### src/rtl/int_issue_queue_if.sv
// -----------------------------------------------------------------------------
// int_issue_queue_if
// Groups the dispatch, common-data-bus and issue handshake signals of the
// integer issue queue.
//   dispatch_*            : instruction write from the dispatch unit
//   CDB_*                 : result broadcast used to wake waiting operands
//   issueque_full_integer : back-pressure to dispatch
//   issue_*               : instruction handed to the integer execution unit
// Modports: master = dispatch/CDB/execution-unit side, slave = the queue.
// -----------------------------------------------------------------------------
interface int_issue_queue_if #(
   parameter int DATA_WIDTH = 32,
   parameter int TAG_WIDTH  = 6
);
   logic                  dispatch_en_integer;
   logic [3:0]            dispatch_opcode;
   logic [TAG_WIDTH-1:0]  dispatch_rd_tag;
   logic [TAG_WIDTH-1:0]  dispatch_rs1_tag;
   logic [TAG_WIDTH-1:0]  dispatch_rs2_tag;
   logic [DATA_WIDTH-1:0] dispatch_rs1_data;
   logic [DATA_WIDTH-1:0] dispatch_rs2_data;
   logic                  dispatch_rs1_valid;
   logic                  dispatch_rs2_valid;
   logic [TAG_WIDTH-1:0]  CDB_tag;
   logic                  CDB_valid;
   logic [DATA_WIDTH-1:0] CDB_data;
   logic                  issueque_full_integer;
   logic                  issue_ready;
   logic                  issue_valid;
   logic [3:0]            issue_opcode;
   logic [TAG_WIDTH-1:0]  issue_rd_tag;
   logic [DATA_WIDTH-1:0] issue_rs1_data;
   logic [DATA_WIDTH-1:0] issue_rs2_data;

   modport master (
      output dispatch_en_integer, dispatch_opcode, dispatch_rd_tag,
             dispatch_rs1_tag, dispatch_rs2_tag, dispatch_rs1_data,
             dispatch_rs2_data, dispatch_rs1_valid, dispatch_rs2_valid,
             CDB_tag, CDB_valid, CDB_data, issue_ready,
      input  issueque_full_integer, issue_valid, issue_opcode,
             issue_rd_tag, issue_rs1_data, issue_rs2_data
   );

   modport slave (
      input  dispatch_en_integer, dispatch_opcode, dispatch_rd_tag,
             dispatch_rs1_tag, dispatch_rs2_tag, dispatch_rs1_data,
             dispatch_rs2_data, dispatch_rs1_valid, dispatch_rs2_valid,
             CDB_tag, CDB_valid, CDB_data, issue_ready,
      output issueque_full_integer, issue_valid, issue_opcode,
             issue_rd_tag, issue_rs1_data, issue_rs2_data
   );
endinterface

### src/rtl/int_issue_queue.sv
// -----------------------------------------------------------------------------
// int_issue_queue
// Age-ordered integer issue queue (index 0 oldest, compacted on removal).
// Entries wait for their operands on the CDB; the oldest entry with both
// operands ready moves into a registered output stage whenever that stage is
// free (issue_valid=0 or issue_ready=1).
// Ports:
//   clk   : rising-edge clock
//   reset : asynchronous active-low reset
//   iq    : int_issue_queue_if.slave (dispatch, CDB, full, issue handshake)
// Build option:
//   IQ_CDB_WAKEUP_FORWARD_EN - when defined, an operand matched by the CDB in
//   the current cycle already counts as ready for selection and its data goes
//   straight into the output stage, saving one cycle of wakeup latency.
// -----------------------------------------------------------------------------
module int_issue_queue #(
   parameter int DATA_WIDTH = 32,
   parameter int TAG_WIDTH  = 6,
   parameter int DEPTH      = 4
) (
   input  logic             clk,
   input  logic             reset,
   int_issue_queue_if.slave iq
);
   localparam int IW = $clog2(DEPTH);
   localparam int CW = IW + 1;

   typedef struct packed {
      logic                  busy;
      logic [3:0]            opcode;
      logic [TAG_WIDTH-1:0]  rd_tag;
      logic [TAG_WIDTH-1:0]  rs1_tag;
      logic [DATA_WIDTH-1:0] rs1_data;
      logic                  rs1_rdy;
      logic [TAG_WIDTH-1:0]  rs2_tag;
      logic [DATA_WIDTH-1:0] rs2_data;
      logic                  rs2_rdy;
   } entry_t;

   entry_t                q_r     [DEPTH];
   entry_t                wk_s    [DEPTH];
   entry_t                shift_s [DEPTH];
   entry_t                q_nxt_s [DEPTH];
   entry_t                new_s;
   entry_t                sel_s;
   logic [DEPTH-1:0]      elig_s;
   logic [IW-1:0]         sel_idx_s;
   logic                  sel_found_s;
   logic                  stage_free_s;
   logic                  remove_s;
   logic                  accept_s;
   logic [CW-1:0]         count_r;
   logic [CW-1:0]         cnt_after_s;
   logic [CW-1:0]         count_nxt_s;
   logic                  full_r;
   logic                  valid_r;
   logic [3:0]            opcode_r;
   logic [TAG_WIDTH-1:0]  rd_tag_r;
   logic [DATA_WIDTH-1:0] rs1_data_r;
   logic [DATA_WIDTH-1:0] rs2_data_r;

   // True when a broadcast supplies a still-waiting operand of a live entry.
   function automatic logic cdb_hit(input logic                 busy,
                                    input logic                 rdy,
                                    input logic [TAG_WIDTH-1:0] tag,
                                    input logic                 cdb_valid,
                                    input logic [TAG_WIDTH-1:0] cdb_tag);
      return cdb_valid & busy & ~rdy & (tag == cdb_tag);
   endfunction

   // Stored entries as they look after this cycle's CDB broadcast.
   always_comb begin
      for (int i = 0; i < DEPTH; i++) begin
         wk_s[i] = q_r[i];
         wk_s[i].rs1_rdy  = q_r[i].rs1_rdy |
                            cdb_hit(q_r[i].busy, q_r[i].rs1_rdy, q_r[i].rs1_tag, iq.CDB_valid, iq.CDB_tag);
         wk_s[i].rs1_data = cdb_hit(q_r[i].busy, q_r[i].rs1_rdy, q_r[i].rs1_tag, iq.CDB_valid, iq.CDB_tag) ?
                            iq.CDB_data : q_r[i].rs1_data;
         wk_s[i].rs2_rdy  = q_r[i].rs2_rdy |
                            cdb_hit(q_r[i].busy, q_r[i].rs2_rdy, q_r[i].rs2_tag, iq.CDB_valid, iq.CDB_tag);
         wk_s[i].rs2_data = cdb_hit(q_r[i].busy, q_r[i].rs2_rdy, q_r[i].rs2_tag, iq.CDB_valid, iq.CDB_tag) ?
                            iq.CDB_data : q_r[i].rs2_data;
      end
   end

   // Oldest-ready selection; scanning downward leaves the lowest index.
   always_comb begin
      elig_s      = '0;
      sel_found_s = 1'b0;
      sel_idx_s   = '0;
      for (int i = DEPTH - 1; i >= 0; i--) begin
`ifdef IQ_CDB_WAKEUP_FORWARD_EN
         elig_s[i] = wk_s[i].busy & wk_s[i].rs1_rdy & wk_s[i].rs2_rdy;
`else
         elig_s[i] = q_r[i].busy & q_r[i].rs1_rdy & q_r[i].rs2_rdy;
`endif
         sel_found_s = sel_found_s | elig_s[i];
         sel_idx_s   = elig_s[i] ? IW'(i) : sel_idx_s;
      end
      // Woken data is used so a forwarded operand carries the CDB value.
      sel_s        = wk_s[sel_idx_s];
      stage_free_s = ~valid_r | iq.issue_ready;
      remove_s     = stage_free_s & sel_found_s;
   end

   // Compaction after removal, then dispatch into the first free slot.
   always_comb begin
      for (int i = 0; i < DEPTH - 1; i++) begin
         shift_s[i] = (remove_s && (i >= int'(sel_idx_s))) ? wk_s[i+1] : wk_s[i];
      end
      shift_s[DEPTH-1] = remove_s ? '0 : wk_s[DEPTH-1];

      // Full is judged on the registered flag, so a slot freed by this
      // edge's issue is only offered to dispatch on the following edge.
      accept_s    = iq.dispatch_en_integer & ~full_r;
      cnt_after_s = count_r - CW'(remove_s);
      count_nxt_s = cnt_after_s + CW'(accept_s);

      // The incoming instruction sees the same broadcast as stored entries.
      new_s          = '0;
      new_s.busy     = 1'b1;
      new_s.opcode   = iq.dispatch_opcode;
      new_s.rd_tag   = iq.dispatch_rd_tag;
      new_s.rs1_tag  = iq.dispatch_rs1_tag;
      new_s.rs1_rdy  = iq.dispatch_rs1_valid |
                       cdb_hit(1'b1, iq.dispatch_rs1_valid, iq.dispatch_rs1_tag, iq.CDB_valid, iq.CDB_tag);
      new_s.rs1_data = cdb_hit(1'b1, iq.dispatch_rs1_valid, iq.dispatch_rs1_tag, iq.CDB_valid, iq.CDB_tag) ?
                       iq.CDB_data : iq.dispatch_rs1_data;
      new_s.rs2_tag  = iq.dispatch_rs2_tag;
      new_s.rs2_rdy  = iq.dispatch_rs2_valid |
                       cdb_hit(1'b1, iq.dispatch_rs2_valid, iq.dispatch_rs2_tag, iq.CDB_valid, iq.CDB_tag);
      new_s.rs2_data = cdb_hit(1'b1, iq.dispatch_rs2_valid, iq.dispatch_rs2_tag, iq.CDB_valid, iq.CDB_tag) ?
                       iq.CDB_data : iq.dispatch_rs2_data;

      for (int i = 0; i < DEPTH; i++) begin
         q_nxt_s[i] = (accept_s && (cnt_after_s == CW'(i))) ? new_s : shift_s[i];
      end
   end

   // Queue storage, occupancy count and full flag.
   always_ff @(posedge clk or negedge reset) begin
      if (!reset) begin
         for (int i = 0; i < DEPTH; i++) begin
            q_r[i] <= '0;
         end
         count_r <= '0;
         full_r  <= 1'b0;
      end else begin
         for (int i = 0; i < DEPTH; i++) begin
            q_r[i] <= q_nxt_s[i];
         end
         count_r <= count_nxt_s;
         full_r  <= (count_nxt_s == CW'(DEPTH));
      end
   end

   // Output stage: load on selection, empty when free with nothing ready,
   // otherwise hold while the execution unit stalls.
   always_ff @(posedge clk or negedge reset) begin
      if (!reset) begin
         valid_r    <= 1'b0;
         opcode_r   <= 4'h0;
         rd_tag_r   <= '0;
         rs1_data_r <= '0;
         rs2_data_r <= '0;
      end else if (remove_s) begin
         valid_r    <= 1'b1;
         opcode_r   <= sel_s.opcode;
         rd_tag_r   <= sel_s.rd_tag;
         rs1_data_r <= sel_s.rs1_data;
         rs2_data_r <= sel_s.rs2_data;
      end else if (stage_free_s) begin
         valid_r    <= 1'b0;
      end
   end

   assign iq.issueque_full_integer = full_r;
   assign iq.issue_valid           = valid_r;
   assign iq.issue_opcode          = opcode_r;
   assign iq.issue_rd_tag          = rd_tag_r;
   assign iq.issue_rs1_data        = rs1_data_r;
   assign iq.issue_rs2_data        = rs2_data_r;
endmodule
### src/flat_wrapper.sv
// flat-port wrapper written by rule: the top's interface ports become plain ports
module int_issue_queue_flat 
#(
   parameter int DATA_WIDTH = 32,
   parameter int TAG_WIDTH  = 6,
   parameter int DEPTH      = 4
)
  (clk, reset, iq_dispatch_en_integer, iq_dispatch_opcode, iq_dispatch_rd_tag, iq_dispatch_rs1_tag, iq_dispatch_rs2_tag, iq_dispatch_rs1_data, iq_dispatch_rs2_data, iq_dispatch_rs1_valid, iq_dispatch_rs2_valid, iq_CDB_tag, iq_CDB_valid, iq_CDB_data, iq_issue_ready, iq_issueque_full_integer, iq_issue_valid, iq_issue_opcode, iq_issue_rd_tag, iq_issue_rs1_data, iq_issue_rs2_data);
  int_issue_queue_if #(.DATA_WIDTH(DATA_WIDTH), .TAG_WIDTH(TAG_WIDTH)) iq_i ();
  input  logic clk;
  input  logic reset;
  input wire logic [$bits(iq_i.dispatch_en_integer)-1:0] iq_dispatch_en_integer;
  input wire logic [$bits(iq_i.dispatch_opcode)-1:0] iq_dispatch_opcode;
  input wire logic [$bits(iq_i.dispatch_rd_tag)-1:0] iq_dispatch_rd_tag;
  input wire logic [$bits(iq_i.dispatch_rs1_tag)-1:0] iq_dispatch_rs1_tag;
  input wire logic [$bits(iq_i.dispatch_rs2_tag)-1:0] iq_dispatch_rs2_tag;
  input wire logic [$bits(iq_i.dispatch_rs1_data)-1:0] iq_dispatch_rs1_data;
  input wire logic [$bits(iq_i.dispatch_rs2_data)-1:0] iq_dispatch_rs2_data;
  input wire logic [$bits(iq_i.dispatch_rs1_valid)-1:0] iq_dispatch_rs1_valid;
  input wire logic [$bits(iq_i.dispatch_rs2_valid)-1:0] iq_dispatch_rs2_valid;
  input wire logic [$bits(iq_i.CDB_tag)-1:0] iq_CDB_tag;
  input wire logic [$bits(iq_i.CDB_valid)-1:0] iq_CDB_valid;
  input wire logic [$bits(iq_i.CDB_data)-1:0] iq_CDB_data;
  input wire logic [$bits(iq_i.issue_ready)-1:0] iq_issue_ready;
  output wire logic [$bits(iq_i.issueque_full_integer)-1:0] iq_issueque_full_integer;
  output wire logic [$bits(iq_i.issue_valid)-1:0] iq_issue_valid;
  output wire logic [$bits(iq_i.issue_opcode)-1:0] iq_issue_opcode;
  output wire logic [$bits(iq_i.issue_rd_tag)-1:0] iq_issue_rd_tag;
  output wire logic [$bits(iq_i.issue_rs1_data)-1:0] iq_issue_rs1_data;
  output wire logic [$bits(iq_i.issue_rs2_data)-1:0] iq_issue_rs2_data;
  assign iq_i.dispatch_en_integer = iq_dispatch_en_integer;
  assign iq_i.dispatch_opcode = iq_dispatch_opcode;
  assign iq_i.dispatch_rd_tag = iq_dispatch_rd_tag;
  assign iq_i.dispatch_rs1_tag = iq_dispatch_rs1_tag;
  assign iq_i.dispatch_rs2_tag = iq_dispatch_rs2_tag;
  assign iq_i.dispatch_rs1_data = iq_dispatch_rs1_data;
  assign iq_i.dispatch_rs2_data = iq_dispatch_rs2_data;
  assign iq_i.dispatch_rs1_valid = iq_dispatch_rs1_valid;
  assign iq_i.dispatch_rs2_valid = iq_dispatch_rs2_valid;
  assign iq_i.CDB_tag = iq_CDB_tag;
  assign iq_i.CDB_valid = iq_CDB_valid;
  assign iq_i.CDB_data = iq_CDB_data;
  assign iq_i.issue_ready = iq_issue_ready;
  assign iq_issueque_full_integer = iq_i.issueque_full_integer;
  assign iq_issue_valid = iq_i.issue_valid;
  assign iq_issue_opcode = iq_i.issue_opcode;
  assign iq_issue_rd_tag = iq_i.issue_rd_tag;
  assign iq_issue_rs1_data = iq_i.issue_rs1_data;
  assign iq_issue_rs2_data = iq_i.issue_rs2_data;
  int_issue_queue #(.DATA_WIDTH(DATA_WIDTH), .TAG_WIDTH(TAG_WIDTH), .DEPTH(DEPTH)) u_core (.clk(clk), .reset(reset), .iq(iq_i));
endmodule
### config.mk
export PLATFORM = sky130hd
export DESIGN_NAME = int_issue_queue_flat
export DESIGN_NICKNAME = d
export VERILOG_FILES = /design/src/rtl/int_issue_queue_if.sv /design/src/rtl/int_issue_queue.sv /design/src/flat_wrapper.sv
export SDC_FILE = /design/constraint.sdc
export NUM_CORES = 1
export LEC_CHECK = 0
export ABC_AREA = 1
export ABC_CLOCK_PERIOD_IN_PS = 2900
export CAP_MARGIN = 20
export CORE_AREA = 2 2 224 226
export CTS_BUF_LIST = sky130_fd_sc_hd__clkbuf_4 sky130_fd_sc_hd__clkbuf_8 sky130_fd_sc_hd__clkbuf_16
export DETAILED_ROUTE_END_ITERATION = 6
export DIE_AREA = 0 0 226 228
export PLACE_DENSITY = 0.89
export SYNTH_ARGS = -nofsm -noshare
export SYNTH_HDL_FRONTEND = slang
export SYNTH_SLANG_ARGS = --single-unit
### constraint.sdc
create_clock -name clk -period 2.9 [get_ports clk]
set_clock_uncertainty 0.05 [all_clocks]
set_input_delay 0.58 -clock clk [delete_from_list [all_inputs] [get_ports clk]]
set_output_delay 0.58 -clock clk [all_outputs]
set_load 0.05 [all_outputs]
==> flow_summary.html <==
<table>
<tr><th>Metric</th><th>Value</th></tr>
<tr><th colspan="2">Power</th></tr>
<tr><td>Peak VDD IR</td><td>1.52 mV</td></tr>
<tr><td>Combinational share of power</td><td>0.535</td></tr>
<tr><td>Pint</td><td>about 0.018 W</td></tr>
<tr><td>Ratio of total power to cell area</td><td>1060 nW/um^2</td></tr>
<tr><td>Seq pwr share</td><td>0.275</td></tr>
<tr><td>Static leakage</td><td>~16 nW</td></tr>
<tr><td>Tot Pwr</td><td>0.0334 W</td></tr>
<tr><td>Net load switching power</td><td>~0.015 W</td></tr>
<tr><td>Share of total power consumed by net switching</td><td>0.463</td></tr>
<tr><td>Power share of the clock group</td><td>0.190</td></tr>
<tr><th colspan="2">Cells and area</th></tr>
<tr><td>Non-filler cells, final</td><td>4719</td></tr>
<tr><td>Synth-to-Final Area Change</td><td>20.2%</td></tr>
<tr><td>Ant diodes</td><td>0</td></tr>
<tr><td>Fraction of layout cells with a size suffix above 1</td><td>0.0835</td></tr>
<tr><td>Finished layout cell area</td><td>about 31000 sq um</td></tr>
<tr><td>Layout filler cell count</td><td>4032</td></tr>
<tr><td>Final-stage net count</td><td>4150</td></tr>
<tr><th colspan="2">Synthesis</th></tr>
<tr><td>Cell type with the highest aggregate area in the netlist</td><td>sky130_fd_sc_hd__dfrtp_1</td></tr>
<tr><td>Average cell area after synthesis</td><td>6.78 sq um</td></tr>
<tr><td>Cell area after synthesis</td><td>26200 sq um</td></tr>
<tr><td>Distinct cell type count after synthesis</td><td>36</td></tr>
<tr><td>Top flip-flop cell by instance count after synthesis</td><td>sky130_fd_sc_hd__dfrtp_1</td></tr>
<tr><td>Area share of the leading cell type in the synthesized netlist</td><td>0.416</td></tr>
<tr><td>Number of flops mapped to enable cells by yosys</td><td>0</td></tr>
<tr><td>Synthesis-stage register bit count</td><td>435</td></tr>
<tr><td>Cell types occupying the most area after synthesis</td><td>sky130_fd_sc_hd__dfrtp_1 (42%), sky130_fd_sc_hd__nand2_1 (25%), sky130_fd_sc_hd__nand3_1 (13%), sky130_fd_sc_hd__inv_1 (2.9%), sky130_fd_sc_hd__buf_2 (2.8%)</td></tr>
<tr><td>Most common cell in the netlist</td><td>sky130_fd_sc_hd__nand2_1</td></tr>
<tr><td>Commonest cells in the synthesized netlist</td><td>sky130_fd_sc_hd__nand2_1 (1749), sky130_fd_sc_hd__nand3_1 (690), sky130_fd_sc_hd__dfrtp_1 (435)</td></tr>
<tr><td>Synth Warn #</td><td>0</td></tr>
<tr><td>Net count of the mapped netlist</td><td>3993</td></tr>
<tr><td>FFs w/ async S/R, synth</td><td>1.00</td></tr>
<tr><td>Syn Inst Count</td><td>roughly 3900</td></tr>
<tr><td>Register area share after synthesis</td><td>0.416</td></tr>
<tr><th colspan="2">Hold path</th></tr>
<tr><td>Hold Path Class</td><td>primary input to asynchronous set/reset pin</td></tr>
<tr><th colspan="2">Placed design</th></tr>
<tr><td>Cell Count Post-Placement</td><td>approximately 4600</td></tr>
<tr><td>Buffers on Ports</td><td>just over 200</td></tr>
<tr><td>Total cell area at the placement stage</td><td>about 30000 sq um</td></tr>
<tr><td>Hpwl dp</td><td>61.1 mm</td></tr>
<tr><td>Weighted congestion at the end of routability-driven global placement</td><td>0.963</td></tr>
<tr><td>Worst setup slack before clock tree synthesis</td><td>-0.394 ns</td></tr>
<tr><th colspan="2">Routing</th></tr>
<tr><td>Initial DRC Count</td><td>4713</td></tr>
<tr><td>Remaining number of nets flagged by the antenna check after routing</td><td>0</td></tr>
<tr><td>DR pass1 iterations</td><td>7</td></tr>
<tr><td>Vias</td><td>28881</td></tr>
<tr><td># DRC</td><td>9</td></tr>
<tr><td>Detailed-route vias per instance</td><td>between 6 and 7</td></tr>
<tr><td>Final routed wirelength across all metal layers</td><td>about 95 mm</td></tr>
<tr><td>Wirelength per Cell</td><td>20.1 um</td></tr>
<tr><th colspan="2">Timing</th></tr>
<tr><td>Final setup vio count</td><td>0</td></tr>
<tr><td>Max-slew violation total from the final report</td><td>0</td></tr>
<tr><td>Transition time at the pin with the least slew margin</td><td>1.02 ns</td></tr>
<tr><td>Final worst path period share</td><td>0.982</td></tr>
<tr><td>Maximum achievable frequency</td><td>0.351 GHz</td></tr>
<tr><td>Normalized max-slew margin</td><td>0.322</td></tr>
<tr><td>Minimum setup slack in the final design</td><td>0.0532 ns</td></tr>
<tr><td>Final hold viol count</td><td>0</td></tr>
<tr><td>Hold_ws</td><td>0.401 ns</td></tr>
<tr><td>Final critical path time including I/O delays and setup</td><td>2.85 ns</td></tr>
<tr><th colspan="2">CTS</th></tr>
<tr><td>Sink Count</td><td>435</td></tr>
<tr><td>Max clock buf depth</td><td>3</td></tr>
<tr><td>Clock buffers created by TritonCTS</td><td>48</td></tr>
<tr><td>Clock Root Buffer</td><td>sky130_fd_sc_hd__clkbuf_16</td></tr>
<tr><td>Depth of the CTS H-tree</td><td>2</td></tr>
<tr><td>Clock transition time at the flip-flop clock pins of the worst setup and hold paths</td><td>0.06 ns</td></tr>
<tr><td>Clock Latency Late Sink</td><td>0.61 ns</td></tr>
<tr><td>CTS tree</td><td>yes</td></tr>
<tr><th colspan="2">Floorplan</th></tr>
<tr><td>Top-level I/O count</td><td>~210</td></tr>
<tr><td>Die X-Extent</td><td>226 um</td></tr>
<tr><td>Initial Utilization</td><td>0.530</td></tr>
<tr><td>Std cell rows</td><td>just over 80</td></tr>
<tr><td>Placeable core region</td><td>49300 sq um</td></tr>
<tr><td>Vertical die dimension</td><td>228 um</td></tr>
<tr><td>Die Footprint</td><td>51500 sq um</td></tr>
<tr><th colspan="2">Worst setup path</th></tr>
<tr><td>Critical path endpoint category</td><td>flip-flop</td></tr>
<tr><td>Crit path max-delay cell type</td><td>sky130_fd_sc_hd__dfrtp_1</td></tr>
<tr><td>Critical path data arrival time</td><td>3.24 ns</td></tr>
<tr><td>Worst Setup Start Kind</td><td>flip-flop</td></tr>
<tr><td>Largest stage delay, worst path</td><td>between 0.4 and 0.5 ns</td></tr>
<tr><td>Critical path fanouts, max</td><td>25</td></tr>
<tr><td>Critical Path RT</td><td>3.30 ns</td></tr>
<tr><td>Kind of critical path</td><td>flip-flop to flip-flop</td></tr>
<tr><td>CP cell instances</td><td>nand3_1 -&gt; nand2_2 -&gt; o21ai_4 -&gt; inv_2 -&gt; ha_1 -&gt; ha_1 -&gt; xnor2_2 -&gt; buf_4 -&gt; nand4_1 -&gt; buf_4 -&gt; nand2_1 -&gt; inv_2 -&gt; buf_12 -&gt; nand2_1 -&gt; o221ai_1</td></tr>
<tr><th colspan="2">Global routing</th></tr>
<tr><td>Met2 usage in global routing</td><td>0.546</td></tr>
<tr><td>Routing usage on met1</td><td>0.452</td></tr>
<tr><td>Maximum number of pins on one net before global-route repair</td><td>131</td></tr>
<tr><td>Number of global-route vias before repair</td><td>28063</td></tr>
<tr><td>Total track usage</td><td>0.365</td></tr>
<tr><td>Met3 track demand over resource</td><td>0.119</td></tr>
<tr><td>First-pass GRT wire length</td><td>148 mm</td></tr>
<tr><td>Remaining global-route overflow</td><td>0</td></tr>
<tr><td>Grt peak-use layer</td><td>met2</td></tr>
<tr><td>Antenna violations before repair</td><td>4</td></tr>
<tr><th colspan="2">Run</th></tr>
<tr><td>Max-capacitance violation count</td><td>0</td></tr>
<tr><th colspan="2">Outcome</th></tr>
<tr><td>Status</td><td>finished with violations</td></tr>
<tr><td>Violated checks</td><td>design-rule violations</td></tr>
</table>
## stage by stage
step / TNS, ns / utilization
floorplan: 0 / -
global placement: -52.92 / 0.604
detailed placement: -73.39 / 0.604
CTS: 0 / 0.637
global route: -0.972 / 0.637
finish: 0 / 0.637
## sequential cells by signal, summed over array words and instances (netlist names)
register,count
u_core.iq.issue_opcode,4
u_core.iq.issue_rd_tag,6
u_core.iq.issue_rs1_data,32
u_core.count_r,3
u_core.iq.issue_rs2_data,32
u_core.q_r,356
u_core.iq.issueque_full_integer,1
u_core.iq.issue_valid,1
## power groups by stage
stage / Clock, W / Sequential (W) / Combinational, W
after CTS: 0.00638 / 0.00914 / 0.0172
after global placement: 0 / 0.00914 / 0.0166
after global routing: 0.00660 / 0.00935 / 0.0191
final: 0.00634 / 0.00919 / 0.0178
after detailed placement: 0 / 0.00922 / 0.0171
after floorplan: 0 / 0.0104 / 0.00983
## cell usage in the layout, fill, tap and decap left out, types with 51 or more instances in the layout
master                            Yosys  routed
sky130_fd_sc_hd__dfrtp_1            435     434
sky130_fd_sc_hd__nand2_1           1749    1743
sky130_fd_sc_hd__nand3_1            690     689
sky130_fd_sc_hd__inv_1              199     195
sky130_fd_sc_hd__clkdlybuf4s50_1      0     205
sky130_fd_sc_hd__buf_4               20     106
sky130_fd_sc_hd__o221ai_1            51      51
sky130_fd_sc_hd__o21ai_0            110     110
sky130_fd_sc_hd__buf_12               0      62
sky130_fd_sc_hd__o21ai_1             51      51
## final timing paths
kind | to | startpoint | slack [ns] | depth (start not counted)
setup / recovery | u_core.q_r[125]$_DFFE_PN0P_ | u_core.q_r[89]$_DFF_PN0_ | 0.05 | 15
hold / removal | u_core.q_r[345]$_DFFE_PN0P_ | reset | 0.40 | 2
setup reg to reg | u_core.q_r[125]$_DFFE_PN0P_ | u_core.q_r[89]$_DFF_PN0_ | 0.05 | 15
hold reg to reg | u_core.iq.issue_rs2_data[13]$_DFFE_PN0P_ | u_core.iq.issue_rs2_data[13]$_DFFE_PN0P_ | 0.43 | 2
max in group asynchronous | u_core.iq.issue_rs1_data[7]$_DFFE_PN0P_ | reset | 1.59 | 3
min in group clk | u_core.iq.issue_rs2_data[13]$_DFFE_PN0P_ | u_core.iq.issue_rs2_data[13]$_DFFE_PN0P_ | 0.43 | 2
## cell families (layout without fill, tap and decap cells)
group,count (synthesis),in the layout,share of synthesized area
XOR/XNOR,25,25,0.00866
AND/OR/NAND/NOR,2565,2566,0.411
flip-flops,435,435,0.416
adder cells (fa/ha/maj),3,3,0.00144
AO/OA/AOI/OAI,331,331,0.0780
buffers and inverters,500,687,0.0851
## per-layer routing
| metal | vias up | wire, um |
|---|---|---|
| met5 | - | 58 |
| met4 | 8 | 6830 |
| met3 | 566 | 14900 |
| met2 | 2475 | 41000 |
| met1 | 13065 | 32300 |
| li1 | 12767 | - |
## repair_timing
action,CTS,global route
setup endpoints to repair,0,192
buffers inserted,0,0
gates resized for setup,0,6
endpoints found under the hold margin,33,0
hold buffers,1,0
## critical path, delay by kind of cell (launching register included)
family	cells	cell delay (ns)
fa+ha+maj	2	0.37
compound gates	2	0.30
buf+inv	5	0.72
flops	1	0.41
simple gates	5	0.62
xor+xnor	1	0.18
## area by class of cell
cell class              instances  area (sq um)  area share
repair buffers                378          4150       0.132
clock buffers                  72          1470      0.0469
inverters                     228           863      0.0275
multi-input cells            2925         13100       0.417
flip-flops and latches        435         10900       0.346
clock inverters                 9           130     0.00414
well taps                     672           841      0.0267
Power figures use the tool's default switching activity.
